===== src/rtl/bakraid_pkg.sv =====
// Shared types and constants for the Bakraid PCM prefetch slice.
package bakraid_pkg;

    localparam int unsigned PCM_AW = 22;

    typedef enum logic [1:0] {
        ST_IDLE = 2'd0,
        ST_ADDR = 2'd1,
        ST_WAIT = 2'd2
    } pf_state_e;

endpackage


===== src/rtl/bakraid_byte_ring.sv =====
// DEPTH x 8 byte ring with push/pop/clear; clear wins over push and pop.
module bakraid_byte_ring #(
    parameter int unsigned DEPTH = 4
) (
    input  logic                       clk_i,
    input  logic                       rst_ni,
    input  logic                       clear_i,
    input  logic                       push_i,
    input  logic [7:0]                 push_data_i,
    input  logic                       pop_i,
    output logic [7:0]                 head_data_o,
    output logic [$clog2(DEPTH):0]     count_o,
    output logic [$clog2(DEPTH):0]     count_next_o
);

    localparam int unsigned PW = $clog2(DEPTH);
    localparam int unsigned CW = PW + 1;

    logic [7:0]    mem_q [DEPTH];
    logic [PW-1:0] rd_q, rd_d, wr_q, wr_d;
    logic [CW-1:0] cnt_q, cnt_d;

    always_comb begin
        rd_d  = rd_q;
        wr_d  = wr_q;
        cnt_d = cnt_q;
        if (clear_i) begin
            rd_d  = '0;
            wr_d  = '0;
            cnt_d = '0;
        end else begin
            if (push_i) wr_d = wr_q + 1'b1;
            if (pop_i)  rd_d = rd_q + 1'b1;
            if (push_i && !pop_i)      cnt_d = cnt_q + 1'b1;
            else if (pop_i && !push_i) cnt_d = cnt_q - 1'b1;
        end
    end

    always_ff @(posedge clk_i or negedge rst_ni) begin
        if (!rst_ni) begin
            rd_q  <= '0;
            wr_q  <= '0;
            cnt_q <= '0;
        end else begin
            rd_q  <= rd_d;
            wr_q  <= wr_d;
            cnt_q <= cnt_d;
        end
    end

    always_ff @(posedge clk_i) begin
        if (push_i && !clear_i) mem_q[wr_q] <= push_data_i;
    end

    assign head_data_o  = mem_q[rd_q];
    assign count_o      = cnt_q;
    assign count_next_o = cnt_d;

endmodule


===== src/rtl/bakraid_pcm_prefetch.sv =====
// Sequential-read PCM byte prefetch between a YMZ280B channel and an SDRAM slot.
// Optional hit/miss counters: define BAKRAID_PCM_PREFETCH_STATS_EN.
module bakraid_pcm_prefetch
    import bakraid_pkg::*;
#(
    parameter int unsigned AW    = PCM_AW,
    parameter int unsigned DEPTH = 4
) (
    input  logic          CLK,
    input  logic          RESETn,
    input  logic          REQ,
    input  logic [AW-1:0] REQ_ADDR,
    input  logic          FLUSH,
    output logic          REQ_BUSY,
    output logic          REQ_VALID,
    output logic [7:0]    REQ_DATA,
    output logic          SLOT_CS,
    output logic [AW-1:0] SLOT_ADDR,
    input  logic          SLOT_OK,
    input  logic [7:0]    SLOT_DOUT
`ifdef BAKRAID_PCM_PREFETCH_STATS_EN
    ,
    output logic [15:0]   HIT_CNT,
    output logic [15:0]   MISS_CNT
`endif
);

    localparam int unsigned CW = $clog2(DEPTH) + 1;

    pf_state_e     state_q, state_d;
    logic [AW-1:0] head_q, head_d, fetch_q, fetch_d;
    logic          primed_q, primed_d, busy_q, busy_d, valid_q, valid_d;
    logic [7:0]    data_q, data_d;

    logic [CW-1:0] count, count_next;
    logic [7:0]    ring_head;
    logic          req_acc, hit, miss, fill;

    // FLUSH reopens the request path so a simultaneous REQ lands as a fresh miss.
    assign req_acc = REQ && (!busy_q || FLUSH);
    assign hit     = req_acc && !FLUSH && (count != '0) && (REQ_ADDR == head_q);
    assign miss    = req_acc && !hit;
    assign fill    = (state_q == ST_WAIT) && SLOT_OK && !FLUSH && !miss;

    bakraid_byte_ring #(
        .DEPTH(DEPTH)
    ) u_ring (
        .clk_i        (CLK),
        .rst_ni       (RESETn),
        .clear_i      (FLUSH || miss),
        .push_i       (fill && !busy_q),
        .push_data_i  (SLOT_DOUT),
        .pop_i        (hit),
        .head_data_o  (ring_head),
        .count_o      (count),
        .count_next_o (count_next)
    );

    always_comb begin
        state_d  = state_q;
        head_d   = head_q;
        fetch_d  = fetch_q;
        primed_d = primed_q;
        busy_d   = busy_q;
        valid_d  = 1'b0;
        data_d   = data_q;

        if (FLUSH) begin
            primed_d = 1'b0;
            busy_d   = 1'b0;
            state_d  = ST_IDLE;
        end

        if (miss) begin
            head_d   = REQ_ADDR;
            fetch_d  = REQ_ADDR;
            primed_d = 1'b1;
            busy_d   = 1'b1;
            state_d  = ST_ADDR;
        end else if (!FLUSH) begin
            if (hit) begin
                valid_d = 1'b1;
                data_d  = ring_head;
                head_d  = head_q + 1'b1;
            end
            unique case (state_q)
                ST_IDLE: if (primed_q && count < CW'(DEPTH)) state_d = ST_ADDR;
                ST_ADDR: state_d = ST_WAIT;
                ST_WAIT: begin
                    if (fill) begin
                        fetch_d = fetch_q + 1'b1;
                        // The byte owed to a pending miss is handed out directly, never queued.
                        if (busy_q) begin
                            valid_d = 1'b1;
                            data_d  = SLOT_DOUT;
                            head_d  = head_q + 1'b1;
                            busy_d  = 1'b0;
                        end
                        state_d = (count_next < CW'(DEPTH)) ? ST_ADDR : ST_IDLE;
                    end
                end
                default: state_d = ST_IDLE;
            endcase
        end
    end

    always_ff @(posedge CLK or negedge RESETn) begin
        if (!RESETn) begin
            state_q  <= ST_IDLE;
            head_q   <= '0;
            fetch_q  <= '0;
            primed_q <= 1'b0;
            busy_q   <= 1'b0;
            valid_q  <= 1'b0;
            data_q   <= '0;
        end else begin
            state_q  <= state_d;
            head_q   <= head_d;
            fetch_q  <= fetch_d;
            primed_q <= primed_d;
            busy_q   <= busy_d;
            valid_q  <= valid_d;
            data_q   <= data_d;
        end
    end

    assign REQ_BUSY  = busy_q;
    assign REQ_VALID = valid_q;
    assign REQ_DATA  = data_q;
    assign SLOT_CS   = (state_q != ST_IDLE);
    assign SLOT_ADDR = fetch_q;

`ifdef BAKRAID_PCM_PREFETCH_STATS_EN
    logic [15:0] hit_cnt_q, miss_cnt_q;

    always_ff @(posedge CLK or negedge RESETn) begin
        if (!RESETn) begin
            hit_cnt_q  <= '0;
            miss_cnt_q <= '0;
        end else begin
            if (hit && hit_cnt_q != '1)   hit_cnt_q  <= hit_cnt_q + 16'd1;
            if (miss && miss_cnt_q != '1) miss_cnt_q <= miss_cnt_q + 16'd1;
        end
    end

    assign HIT_CNT  = hit_cnt_q;
    assign MISS_CNT = miss_cnt_q;
`endif

endmodule

===== config.mk =====
export PLATFORM = sky130hd
export DESIGN_NAME = bakraid_pcm_prefetch
export DESIGN_NICKNAME = d
export VERILOG_FILES = /design/src/rtl/bakraid_pkg.sv /design/src/rtl/bakraid_byte_ring.sv /design/src/rtl/bakraid_pcm_prefetch.sv
export SDC_FILE = /design/constraint.sdc
export NUM_CORES = 1
export LEC_CHECK = 0
export ABC_AREA = 1
export CAP_MARGIN = 20
export CORE_AREA = 2 2 87 131
export DETAILED_ROUTE_END_ITERATION = 16
export DIE_AREA = 0 0 89 133
export DONT_BUFFER_PORTS = 1
export PLACE_DENSITY = 0.76
export SYNTH_ARGS = -nofsm -noshare
export SYNTH_HDL_FRONTEND = slang
export SYNTH_SLANG_ARGS = --single-unit

===== constraint.sdc =====
create_clock -name CLK -period 2.8 [get_ports CLK]
set_input_delay 0.7 -clock CLK [delete_from_list [all_inputs] [get_ports CLK]]
set_output_delay 0.7 -clock CLK [all_outputs]
set_load 0.02 [all_outputs]

==> metrics <==
status finished clean; Overflow after GRT 0; total track usage 27.1%; worst-path cell chain inv_2 > nand2_1 > nand2_1 > nor2_1 > nand2_1 > nor2_1 > nand3_4 > nand2_4 > nand2_2 > nor2_4 > inv_2 > ha_1 > nand2_1 > nand2_1 > o21ai_0 > xor2_1 > nand2_1 > o311ai_0; largest net degree at the start of global routing 65; antenna viol nets, final 0; worst setup margin 0.200 ns; IO buf count 0; f_max 385 MHz; area delta synth->final 9.35%; final slew viol count 0; post-synthesis sequential area ratio 44.7%; Main synth FF type dfrtp_1; io pins 68; die area 11,800 µm²; Num CTS Buffers 9; CTS tree done; CTS root buffer clkbuf_16; final hold vios 0; Slew HR 68.7%; Post-Place Cells 924; via count 5,251; flops & latches, synth 96; CP max stage cell dfrtp_1; VDD IR max 0.000347 V; # diodes 0; Post-Syn Instances 776; Yosys warning total 0; Crit path depth 18; worst flop-to-flop path startpoint head_q[18]; Worst path most repeated cell nand2_1; design area 6270 µm²; RSZ-0062 raised after global routing false; worst skew pair latency 0.35 ns; Max Cap Viol 0; Clock Skew 0.0105 ns; synthesized area 5740 µm²; multi-input logic area 2690 µm²; Nets 835; Reg2Reg Depth 18; Largest stage delay, worst path 0.46 ns; reg-to-reg endpoint state_q[0]; total clock sinks 96; Worst EP required 3.03 ns; crit path capture type flip-flop; critical path startpoint head_q[18]; gpl congestion 0.936; worst-case clock buffer depth 2; Die X-Extent 89 µm; cell family with most CP delay simple AND/OR/NAND/NOR gates; Mapped Nets 822; CP Launch Type flip-flop; Tightest Pin Transition 0.469 ns; DP Worst Slack 0.0212 ns; Vias/cell 5.58; leak pwr 0.00300 µW; share of cells above drive strength 1 9.82%; commonest non-fill, non-tap cell in the layout nand2_1; crit path max fanout 7; end of the critical path state_q[0]; final setup vio count 0; chip height 133 µm; # H-tree levels 3; initial cell density of the core 53.0%; vias in the first global route 5,114; first-pass GRT wire length 24,500 µm; setup tns final 0 ns; routed wire length 15,400 µm; cts hold-fix bufs 0; register area 2560 µm²; final cell count without fillers 941; commonest cells after routing, fill and taps aside 242 x nand2_1, 93 x nor2_1, 77 x inv_1, 72 x nand3_1, 64 x dfrtp_1; Final Power 3760 µW; WP data arrival 2.83 ns; fin crit period 2.60 ns; class of the most critical hold timing path primary input to asynchronous set/reset pin; initial antenna violation count 0; wire per inst 16.4 µm; library cells used by synthesis 38; num rows 47; Iter 0 DRT Violations 415; # fillers 1,013; Worst R2R Setup Slack 0.20 ns; syn_area_per_cell 7.39 µm²; drt drc 0; Period Utilization, post-route 92.8%; Core Box Area 10,800 µm²; WP buf/inv 2; Area after DPL 5980 µm²; number of synthesized flops with an enable pin 32; fraction of registers with async set/reset 66.7%; clock slew at reported path FFs 0.07 ns; Worst Setup Path Type flip-flop to flip-flop; Power Dens Cells 599 nW/µm²; DRT Pass-1 Iters 5; detailed placement HPWL 11,400 µm
==> final cells by class <==
type	instances	area share [%]
timing repair buffer	25	3.19
inverter	96	5.74
clock buffer	10	3.65
multi-input combinational	561	42.9
clock inverter	6	0.798
sequential	96	40.8
tap	147	2.93
==> cells by family after synthesis <==
group	synth area share [%]
compound gates	6.74
buf+inv	8.81
flops	44.7
simple gates	34.3
fa+ha+maj	2.40
xor+xnor	3.05
==> state kept, by name, summed over array words and instances (netlist names) <==
register and cells:
REQ_DATA 8, u_ring.rd_q 2, primed_q 1, u_ring.wr_q 2
u_ring.count_o 3, SLOT_ADDR 22, state_q 2, REQ_VALID 1
REQ_BUSY 1, head_q 22, u_ring.mem_q 32
==> per-stage QoR <==
| step | util (%) | hold WS, ns |
|---|---|---|
| 2_1_floorplan | - | 0.404 |
| 3_3_place_gp | 55.2 | 0.406 |
| 3_5_place_dp | 55.2 | 0.406 |
| 4_1_cts | 57.8 | 0.0284 |
| 5_1_grt | 58.0 | 0.0236 |
| 6_report | 58.0 | 0.0394 |
==> cell usage after synthesis (2+ instances only) <==
master / number / area, µm²
dfrtp_1: 64 / 1600
nand4_1: 17 / 106
xor2_1: 14 / 123
edfxtp_1: 32 / 961
o31ai_1: 3 / 22.5
xnor2_1: 6 / 52.6
nand2_1: 242 / 908
ha_1: 11 / 138
inv_1: 77 / 289
nor3_1: 14 / 70.1
inv_2: 16 / 60.1
nor2_1: 93 / 349
buf_6: 4 / 45.0
clkinv_1: 3 / 11.3
nand3_1: 72 / 360
o21ai_0: 29 / 145
nand2_2: 3 / 18.8
o21ai_1: 8 / 40.0
clkbuf_1: 7 / 26.3
or2_2: 9 / 56.3
a21oi_1: 8 / 40.0
buf_2: 8 / 40.0
nor2_2: 5 / 31.3
a31oi_1: 12 / 75.1
o22ai_1: 2 / 12.5
o211ai_1: 4 / 30.0
buf_4: 2 / 15.0
==> where the power goes <==
part,internal (µW),switching [µW]
combinational,249,420
clock,616,559
sequential,1600,312
==> worst min-delay path by stage <==
stage | from | endpoint | slack [ns] | depth (start not counted)
floorplan | RESETn | REQ_BUSY | 0.40 | 0
global placement | RESETn | SLOT_ADDR[14] | 0.41 | 0
detailed placement | RESETn | SLOT_ADDR[14] | 0.41 | 0
CTS | RESETn | SLOT_ADDR[14] | 0.03 | 0
global route | RESETn | SLOT_ADDR[14] | 0.02 | 0
finish | RESETn | SLOT_ADDR[14] | 0.04 | 0
==> layer usage <==
metal	global-route usage (%)	share of wire, %	routed length, µm
met4	14.6	5.5	855
met5	0	0	0
met3	6.30	7.5	1150
met1	29.8	35	5460
met2	46.8	52	7950
==> what timing repair did <==
action	4_1_cts	5_1_grt
buffers inserted	0	1
endpoints found under the hold margin	0	0
setup endpoints to repair	0	1
gates resized for setup	0	2
No activity file was read; power rests on OpenSTA's default activity.
